File: config.mk
export PLATFORM = sky130hd
export DESIGN_NAME = nms_frame_seq
export DESIGN_NICKNAME = d
export VERILOG_FILES = /design/src/rtl/canny_pkg.sv /design/src/rtl/nms_tag_pipe.sv /design/src/rtl/nms_frame_seq.sv
export SDC_FILE = /design/constraint.sdc
export NUM_CORES = 1
export LEC_CHECK = 0
export ABC_AREA = 1
export CORE_MARGIN = 8
export CORE_UTILIZATION = 35
export CTS_CLUSTER_DIAMETER = 120
export DETAILED_ROUTE_END_ITERATION = 10
export PLACE_DENSITY = 0.59
export SYNTH_ARGS = -nofsm -noshare
export SYNTH_HDL_FRONTEND = slang
export SYNTH_HIERARCHICAL = 1
export SYNTH_SLANG_ARGS = --single-unit
File: constraint.sdc
create_clock -name clk -period 1.85 [get_ports clk]
set_input_delay 0.185 -clock clk [delete_from_list [all_inputs] [get_ports clk]]
set_output_delay 0.185 -clock clk [all_outputs]
set_load 0.01 [all_outputs]
File: src/rtl/canny_pkg.sv
// Shared definitions for the edge pipeline: frame geometry defaults, NMS sequencer
// state encoding and the per-result tag layout carried alongside the window stage.
package canny_pkg;

    localparam int CANNY_IMG_W = 1024;
    localparam int CANNY_IMG_H = 768;

    localparam logic [2:0] ST_IDLE  = 3'd0;
    localparam logic [2:0] ST_FILL  = 3'd1;
    localparam logic [2:0] ST_RUN   = 3'd2;
    localparam logic [2:0] ST_FLUSH = 3'd3;
    localparam logic [2:0] ST_DRAIN = 3'd4;
    localparam logic [2:0] ST_DONE  = 3'd5;

    localparam int TAG_W   = 5;
    localparam int TAG_V   = 4;
    localparam int TAG_SOF = 3;
    localparam int TAG_EOL = 2;
    localparam int TAG_EOF = 1;
    localparam int TAG_BRD = 0;

    // Field order must match the TAG_* bit indices above.
    typedef struct packed {
        logic v;
        logic sof;
        logic eol;
        logic eof;
        logic border;
    } nms_tag_t;

    function automatic nms_tag_t make_tag(input logic sof, input logic eol,
                                          input logic eof, input logic border);
        nms_tag_t t;
        t.v      = 1'b1;
        t.sof    = sof;
        t.eol    = eol;
        t.eof    = eof;
        t.border = border;
        return t;
    endfunction

endpackage

File: src/rtl/nms_tag_pipe.sv
// LAT-deep enabled shift register that carries result tags in lock-step with the
// NMS window stage; synchronous clear drops all in-flight tags.
module nms_tag_pipe import canny_pkg::*; #(
    parameter int LAT = 3,
    parameter int TW  = TAG_W
) (
    input  logic          clk,
    input  logic          rst_n,
    input  logic          en,
    input  logic          clr,
    input  logic [TW-1:0] tag_in,
    output logic [TW-1:0] tag_out
);

    logic [LAT-1:0][TW-1:0] pipe_q;
    logic [LAT-1:0][TW-1:0] pipe_d;

    always_comb begin
        pipe_d = pipe_q;
        if (clr) begin
            pipe_d = '0;
        end else if (en) begin
            pipe_d[0] = tag_in;
            for (int i = 1; i < LAT; i++) begin
                pipe_d[i] = pipe_q[i-1];
            end
        end
    end

    always_ff @(posedge clk or negedge rst_n) begin
        if (!rst_n) begin
            pipe_q <= '0;
        end else begin
            pipe_q <= pipe_d;
        end
    end

    assign tag_out = pipe_q[LAT-1];

endmodule

File: src/rtl/nms_frame_seq.sv
// Frame sequencer for the 3x3 NMS stage: input handshake, stage enable, flush row and
// drain beats at frame end, and valid/sof/eol/eof/border tagging of each result.
//
//   state | meaning
//   IDLE  | waiting for start
//   FILL  | input row 0, window filling, no results tagged
//   RUN   | input rows 1..IMG_H-1, tag centre (row-1, col)
//   FLUSH | one zero row, tag centre (IMG_H-1, col)
//   DRAIN | LAT zero beats push the last tags out
//   DONE  | single-cycle completion pulse
module nms_frame_seq import canny_pkg::*; #(
    parameter int IMG_W = CANNY_IMG_W,
    parameter int IMG_H = CANNY_IMG_H,
    parameter int LAT   = 3,
    parameter int CW    = 11,
    parameter int RW    = 10
) (
    input  logic clk,
    input  logic rst_n,
    input  logic start,
    input  logic abort,
    input  logic s_valid,
    output logic s_ready,
    input  logic m_ready,
    output logic stage_en,
    output logic zero_sel,
    output logic m_valid,
    output logic m_sof,
    output logic m_eol,
    output logic m_eof,
    output logic m_border,
    output logic busy,
    output logic done
);

    localparam int LW = (LAT > 1) ? $clog2(LAT + 1) : 1;

    localparam logic [CW-1:0] COL_LAST  = CW'(IMG_W - 1);
    localparam logic [RW-1:0] ROW_LAST  = RW'(IMG_H - 1);
    localparam logic [LW-1:0] DRN_START = LW'(LAT - 1);

    logic [2:0]    st_q, st_d;
    logic [CW-1:0] col_q, col_d;
    logic [RW-1:0] row_q, row_d;
    logic [LW-1:0] drn_q, drn_d;

    logic             in_phase;
    logic             zero_phase;
    logic             col_last;
    logic             start_acc;
    nms_tag_t         tag_in;
    logic [TAG_W-1:0] tag_tail;

    assign in_phase   = (st_q == ST_FILL) || (st_q == ST_RUN);
    assign zero_phase = (st_q == ST_FLUSH) || (st_q == ST_DRAIN);
    assign col_last   = (col_q == COL_LAST);
    assign start_acc  = start && (st_q == ST_IDLE) && !abort;

    // Abort suppresses the beat in its own cycle so no pixel is consumed or result emitted.
    assign stage_en = !abort && m_ready && ((in_phase && s_valid) || zero_phase);
    assign s_ready  = !abort && m_ready && in_phase;
    assign zero_sel = zero_phase;
    assign busy     = (st_q != ST_IDLE);
    assign done     = (st_q == ST_DONE);

    always_comb begin
        tag_in = '0;
        if (st_q == ST_RUN) begin
            tag_in = make_tag((row_q == RW'(1)) && (col_q == '0),
                              col_last,
                              1'b0,
                              (row_q == RW'(1)) || (col_q == '0) || col_last);
        end else if (st_q == ST_FLUSH) begin
            tag_in = make_tag(1'b0, col_last, col_last, 1'b1);
        end
    end

    always_comb begin
        st_d  = st_q;
        col_d = col_q;
        row_d = row_q;
        drn_d = drn_q;
        if (abort) begin
            st_d  = ST_IDLE;
            col_d = '0;
            row_d = '0;
            drn_d = '0;
        end else begin
            unique case (st_q)
                ST_IDLE: begin
                    if (start) begin
                        st_d  = ST_FILL;
                        col_d = '0;
                        row_d = '0;
                        drn_d = '0;
                    end
                end
                ST_FILL, ST_RUN, ST_FLUSH: begin
                    if (stage_en) begin
                        if (col_last) begin
                            col_d = '0;
                            row_d = row_q + RW'(1);
                            if (st_q == ST_FILL) begin
                                st_d = ST_RUN;
                            end else if (st_q == ST_RUN) begin
                                if (row_q == ROW_LAST) begin
                                    st_d = ST_FLUSH;
                                end
                            end else begin
                                st_d  = ST_DRAIN;
                                row_d = '0;
                                drn_d = DRN_START;
                            end
                        end else begin
                            col_d = col_q + CW'(1);
                        end
                    end
                end
                ST_DRAIN: begin
                    if (stage_en) begin
                        if (drn_q == '0) begin
                            st_d = ST_DONE;
                        end else begin
                            drn_d = drn_q - LW'(1);
                        end
                    end
                end
                ST_DONE: begin
                    st_d = ST_IDLE;
                end
                default: begin
                    st_d = ST_IDLE;
                end
            endcase
        end
    end

    always_ff @(posedge clk or negedge rst_n) begin
        if (!rst_n) begin
            st_q  <= ST_IDLE;
            col_q <= '0;
            row_q <= '0;
            drn_q <= '0;
        end else begin
            st_q  <= st_d;
            col_q <= col_d;
            row_q <= row_d;
            drn_q <= drn_d;
        end
    end

    // A fresh frame also clears the pipe so nothing from an earlier frame can leak out.
    nms_tag_pipe #(
        .LAT (LAT),
        .TW  (TAG_W)
    ) u_tag_pipe (
        .clk     (clk),
        .rst_n   (rst_n),
        .en      (stage_en),
        .clr     (abort || start_acc),
        .tag_in  (tag_in),
        .tag_out (tag_tail)
    );

    assign m_valid  = stage_en && tag_tail[TAG_V];
    assign m_sof    = m_valid && tag_tail[TAG_SOF];
    assign m_eol    = m_valid && tag_tail[TAG_EOL];
    assign m_eof    = m_valid && tag_tail[TAG_EOF];
    assign m_border = m_valid && tag_tail[TAG_BRD];

endmodule

* Yosys cells after proc, flatten, opt, wreduce, memory -nomap -nowiden
Cells that the tools add are included.
Word-level totals: register bits after elaboration 41, bits in latches 0, memory bits (writable) 0, ROM bits 0, output and inout port bits 10, logic and storage cells 93, memories kept 0
Operators by class: add/subtract/negate cells 3, $mul 0, div/mod/pow operators 0, magnitude comparators 0, equal/unequal tests 17, shifts and indexed selects 0, mux-type cells 35, bitwise gates (word level) 0, reductions and logical operators 31
Operators with widths (count):
- two-way mux 10 bit | 6
- two-way mux 11 bit | 4
- two-way mux 15 bit | 2
- two-way mux 3 bit | 9
- case mux 11 bit (2 select lines) | 1
- != test 3 bit, second input constant | 7
- case mux 10 bit (2 select lines) | 1
- two-way mux 2 bit | 8
- logical AND 1 bit | 12
- adder 11 x 1 -> 11 bit, second input constant | 1
- == test 11 x 10 -> 1 bit, second input constant | 1
- logical NOT 11 bit | 1
- adder 10 x 1 -> 10 bit, second input constant | 1
- == test 10 x 1 -> 1 bit, second input constant | 1
- == test 10 bit, second input constant | 1
- two-way mux 5 bit | 2
- case mux 3 bit (3 select lines) | 1
- AND reduction 8 bit | 1
- == test 3 x 2 -> 1 bit, second input constant | 2
- == test 3 bit, second input constant | 2
- logical OR 1 bit | 6
- case mux 2 bit (3 select lines) | 1
- AND reduction 6 bit | 1
- nonzero test 3 bit | 2
- other kinds (12) | 12

* Depth between registers and ports, before layout
depth after elaboration 8, depth in mapped cells 12, gate-level depth less buffers 11

* Modules after synthesis
Netlist, hierarchy kept.
Modules (own cells, without submodules):
- nms_frame_seq | instances 1, cells an instance 278, area an instance 1968.1 µm², sequential area each 650.6 µm²
- nms_tag_pipe | instances 1, cells an instance 71, area an instance 658.1 µm², sequential area each 375.4 µm²

* Worst setup path before layout
Ideal clock, no wire load.
path type register -> register, start point register st_q[1], end point register col_q[6], setup time 0.124 ns, data arrival time 1.502 ns, data required time 1.726 ns, setup slack 0.224 ns, cell stages (with the launch flop) 12, clock period less this slack 1.626 ns, path through dfrtp_1 nor2_2 nand2_1 nand2_2 nand2_2 nand2_2 nand2_2 nand2_4 nand2_4 buf_6 nand2_2 o21ai_2
RTL lines:
- from (decl) | line nms_frame_seq.sv:42 | logic [2:0] st_q, st_d;
- from (signal assigned) | line nms_frame_seq.sv:145 | st_q <= st_d;
- == test 3 x 2 -> 1 bit or == test 3 bit (tied branches) | line nms_frame_seq.sv:55 | assign zero_phase = (st_q == ST_FLUSH) || (st_q == ST_DRAIN);
- logical OR 1 bit (*) | line nms_frame_seq.sv:55
- net zero_sel | line nms_frame_seq.sv:26 | output logic zero_sel,
- logical OR 1 bit (*) | line nms_frame_seq.sv:60 | assign stage_en = !abort && m_ready && ((in_phase && s_valid) || zero_phase);
- logical AND 1 bit (*) | line nms_frame_seq.sv:60
- net stage_en | line nms_frame_seq.sv:25 | output logic stage_en,
- != test 3 bit (no line) (*)
- AND reduction 3 bit (no line) (*)
- to (signal assigned) | line nms_frame_seq.sv:146 | col_q <= col_d;
- to (decl) | line nms_frame_seq.sv:43 | logic [CW-1:0] col_q, col_d;
The timed path passes the listed nets; every way through them passes the cells marked *. A chain may end at the register's enable or synchronous reset.

* Worst setup path after layout
start point register st_q[1], end point output m_eol
Between the ends: cells in the longest elaborated chain, start to end 7
Ends and longest elaborated chain:
- == test 3 x 1 -> 1 bit or == test 3 x 2 -> 1 bit (tied branches) | line nms_frame_seq.sv:54 | assign in_phase = (st_q == ST_FILL) || (st_q == ST_RUN);
- logical OR 1 bit | line nms_frame_seq.sv:54
- logical AND 1 bit | line nms_frame_seq.sv:60
- logical OR 1 bit (*) | line nms_frame_seq.sv:60
- logical AND 1 bit (*) | line nms_frame_seq.sv:60
- logical AND 1 bit (*) | line nms_frame_seq.sv:165 | assign m_valid = stage_en && tag_tail[TAG_V];
- logical AND 1 bit (*) | line nms_frame_seq.sv:167 | assign m_eol = m_valid && tag_tail[TAG_EOL];
- to (decl) | line nms_frame_seq.sv:29 | output logic m_eol,
Mark *: on every way between the ends. The rest lies on a longest branch, timed or not.

==> qor.yml <==
status:
  status: "finished clean"
routing:
  first_iter_violations: 98
  first_pass_iters: 6
  viasPerCell: 4.69
  wl_mm: 5.44
  via_count: 2314
  ant_nets: 0
  drc: 0
  wire_per_inst_um: 11.0
floorplanning:
  die_area_um2: 10500
  core-area_um2: 7250
  ioPinCount: 16
  fp.dieW_um: 103
  start_util_pct: 36.2
  die_height_um: 103
  row_count: 31
pwr:
  power_density_nw_per_um2: 955
  total_power_mw: 3.09
  p_leak_nw: 1.63
  worst_ir_drop_vdd_mv: 0.459
logic_synthesis:
  yosysWarnings: 6
  syn_inst: 349
  synth_edf_count: 0
  synth_area_um2: 2630
  synth-seq-area-share_pct: 39.1
  syn_avg_cell_area_um2: 7.53
  ys_async_sr_fraction_pct: 100
  synth_nets: 360
  synth_seq_cells: 41
  synth-main-ff-cell: "dfrtp_1"
  yosysUniqueCellTypes: 30
timing:
  period_needed_ns: 1.74
  hold_violations: 0
  fin_setup_tns_ns: 0
  clock-skew-final_ns: 0.00961
  max_slew_margin_pct: 59.9
  setup_viol: 0
  slew_viol_final: 0
  tightest_slew_ns: 0.602
  setup_slack_ns: 0.106
  period_share_pct: 94.3
  hold_slack_ns: 0.438
  max_freq_mhz: 573
grt:
  antenna_found_initial: 0
  grt_busiest_layer: "met2"
  grt_pass1_wl_mm: 9.84
  overflow: 0
  grt.met1_usage_pct: 13.2
  use_met3_pct: 2.50
  grt_pass1_vias: 2309
  grtUsageTotal_pct: 11.5
  grt_start_max_net_pins: 27
  grt_use_met2_pct: 20.3
place:
  gp_congestion: 0.857
  port_buffers: 15
  pre_cts_ws_ns: -0.200
  hpwl_mm: 4.05
  dpl-instance-area_um2: 3000
clock_network:
  cts_root_buffer: "clkbuf_8"
  cts.htree.levels: 2
  clock_sink_count: 41
  clkTransAtPathRegs_ns: 0.08
  cts_tree: "done"
  cts_buffer_depth: 2
  clkLatencyLatePin_ns: 0.29
  cts-buffers-inserted: 5
worst_setup_path:
  worstSetupEndpointType: "primary output"
  r2r_slack_ns: 0.13
  critical_path_buf_inv_count: 2
  path_cells: "buf_4 > nor2_4 > nand2_2 > nand2_2 > nand2_2 > nand2_4 > nand2_4 > nor2_1 > buf_2"
  crit_required_ns: 1.66
  critical_path.top_delay_family: "simple AND/OR/NAND/NOR gates"
  critPathKind: "register to primary output"
  cpPeakStageDelay_ns: 0.41
  cp_max_fo: 5
  worstSetupStartpointType: "register"
  crit_top_cell: "nand2_2"
  worst_path_max_delay_cell: "dfrtp_1"
  cp.arrival_ns: 1.56
layout:
  drive_above_1_share_pct: 26.6
  diodes: 0
  regArea_um2: 1030
  multi_input_area_um2: 1390
  fin_nets: 404
  area_growth_pct: 23.2
  design_area_um2: 3240
  n_fill_cell: 748
min_path:
  min_path_type: "input port to asynchronous set/reset pin"
run:
  cap_violations: 0
state kept, by name (all words and copies together), names as in the netlist:
| signal | count |
|---|---|
| col_q | 11 |
| row_q | 10 |
| u_tag_pipe/pipe_q | 10 |
| u_tag_pipe/tag_out | 5 |
| st_q | 3 |
| drn_q | 2 |
logic make-up (layout without fill, tap and decap cells):
logic type | after synthesis | count (layout) | synth area share, %
compound gates | 32 | 32 | 9.58
xor+xnor | 3 | 3 | 1.00
fa+ha+maj | 5 | 5 | 2.38
buf+inv | 59 | 104 | 11.1
flops | 41 | 41 | 39.1
simple gates | 209 | 209 | 36.8
Yosys cell counts, types with 2 or more instances:
library cell,n,area [um^2]
buf_2,3,15.0
nand2_4,3,33.8
nand3b_1,2,15.0
a21oi_1,2,10.0
o21ai_2,20,175
nand2_2,9,56.3
nor2_1,26,97.6
dfrtp_1,41,1030
inv_1,39,146
o211ai_1,2,15.0
o21ai_0,4,20.0
or2_2,3,18.8
ha_1,5,62.6
buf_6,6,67.6
nand3_1,43,215
inv_2,3,11.3
buf_4,6,45.0
nor2_4,2,22.5
nor3_1,9,45.0
xor2_1,3,26.3
nand4_1,15,93.8
nand2_1,95,357
cell type report:
class                           instances  share of cell area [%]
Clock buffer                            7                    2.67
Inverter                               43                    4.99
Timing Repair Buffer                   53                    12.9
Tap cell                               99                    3.83
Multi-Input combinational cell        249                    42.9
Clock inverter                          1                   0.928
Sequential cell                        41                    31.7
per-layer routing:
| layer | share of wire [%] | up-vias |
|---|---|---|
| li1 | - | 1211 |
| met1 | 46 | 1067 |
| met3 | 3.1 | 12 |
| met4 | 2.0 | 0 |
| met2 | 49 | 24 |
| met5 | 0 | - |
cells in the final DEF (no fill, tap or decap), drive strengths merged, types with 5 or more instances in the layout:
cell type / netlist / layout
nor3: 9 / 9
nand2: 107 / 107
o21ai: 24 / 24
clkbuf: 1 / 8
buf: 15 / 44
nand3: 43 / 43
inv: 42 / 42
nand4: 15 / 15
dfrtp: 41 / 41
ha: 5 / 5
nor2: 29 / 29
stage by stage:
stage | util, % | std cells
floorplan | - | 349
global placement | 41.3 | 478
detailed placement | 41.3 | 478
CTS | 43.4 | 491
global route | 44.6 | 493
finish | 44.6 | 493
worst register-to-register path, delay by kind of cell, from the launching register on:
family,cells,cell delay (ns)
AND/OR/NAND/NOR,10,0.79
flip-flops,1,0.41
buffers and inverters,3,0.42
repair_timing:
action | 4_1_cts | 5_1_grt
hold endpoints to repair | 24 | 0
pin swaps | 1 | 3
hold buffers | 1 | 0
buffers inserted | 4 | 2
setup endpoints to repair | 9 | 48
resized for setup | 30 | 23
final timing paths:
check / startpoint / end / cells past startpoint
setup / recovery: st_q[1] / m_eol / 9
hold / removal: rst_n / st_q[2] / 2
setup reg to reg: st_q[1] / drn_q[0] / 13
hold reg to reg: u_tag_pipe/pipe_q[2] / u_tag_pipe/pipe_q[2] / 2
max in group asynchronous: rst_n / u_tag_pipe/tag_out[4] / 3
min in group clk: u_tag_pipe/pipe_q[2] / u_tag_pipe/pipe_q[2] / 2
power breakdown:
group	switching (mW)	internal (mW)	total (mW)
combinational	0.789	0.544	1.33
clock	0.305	0.440	0.745
sequential	0.0572	0.954	1.01
(Power assumes the default switching activity.)
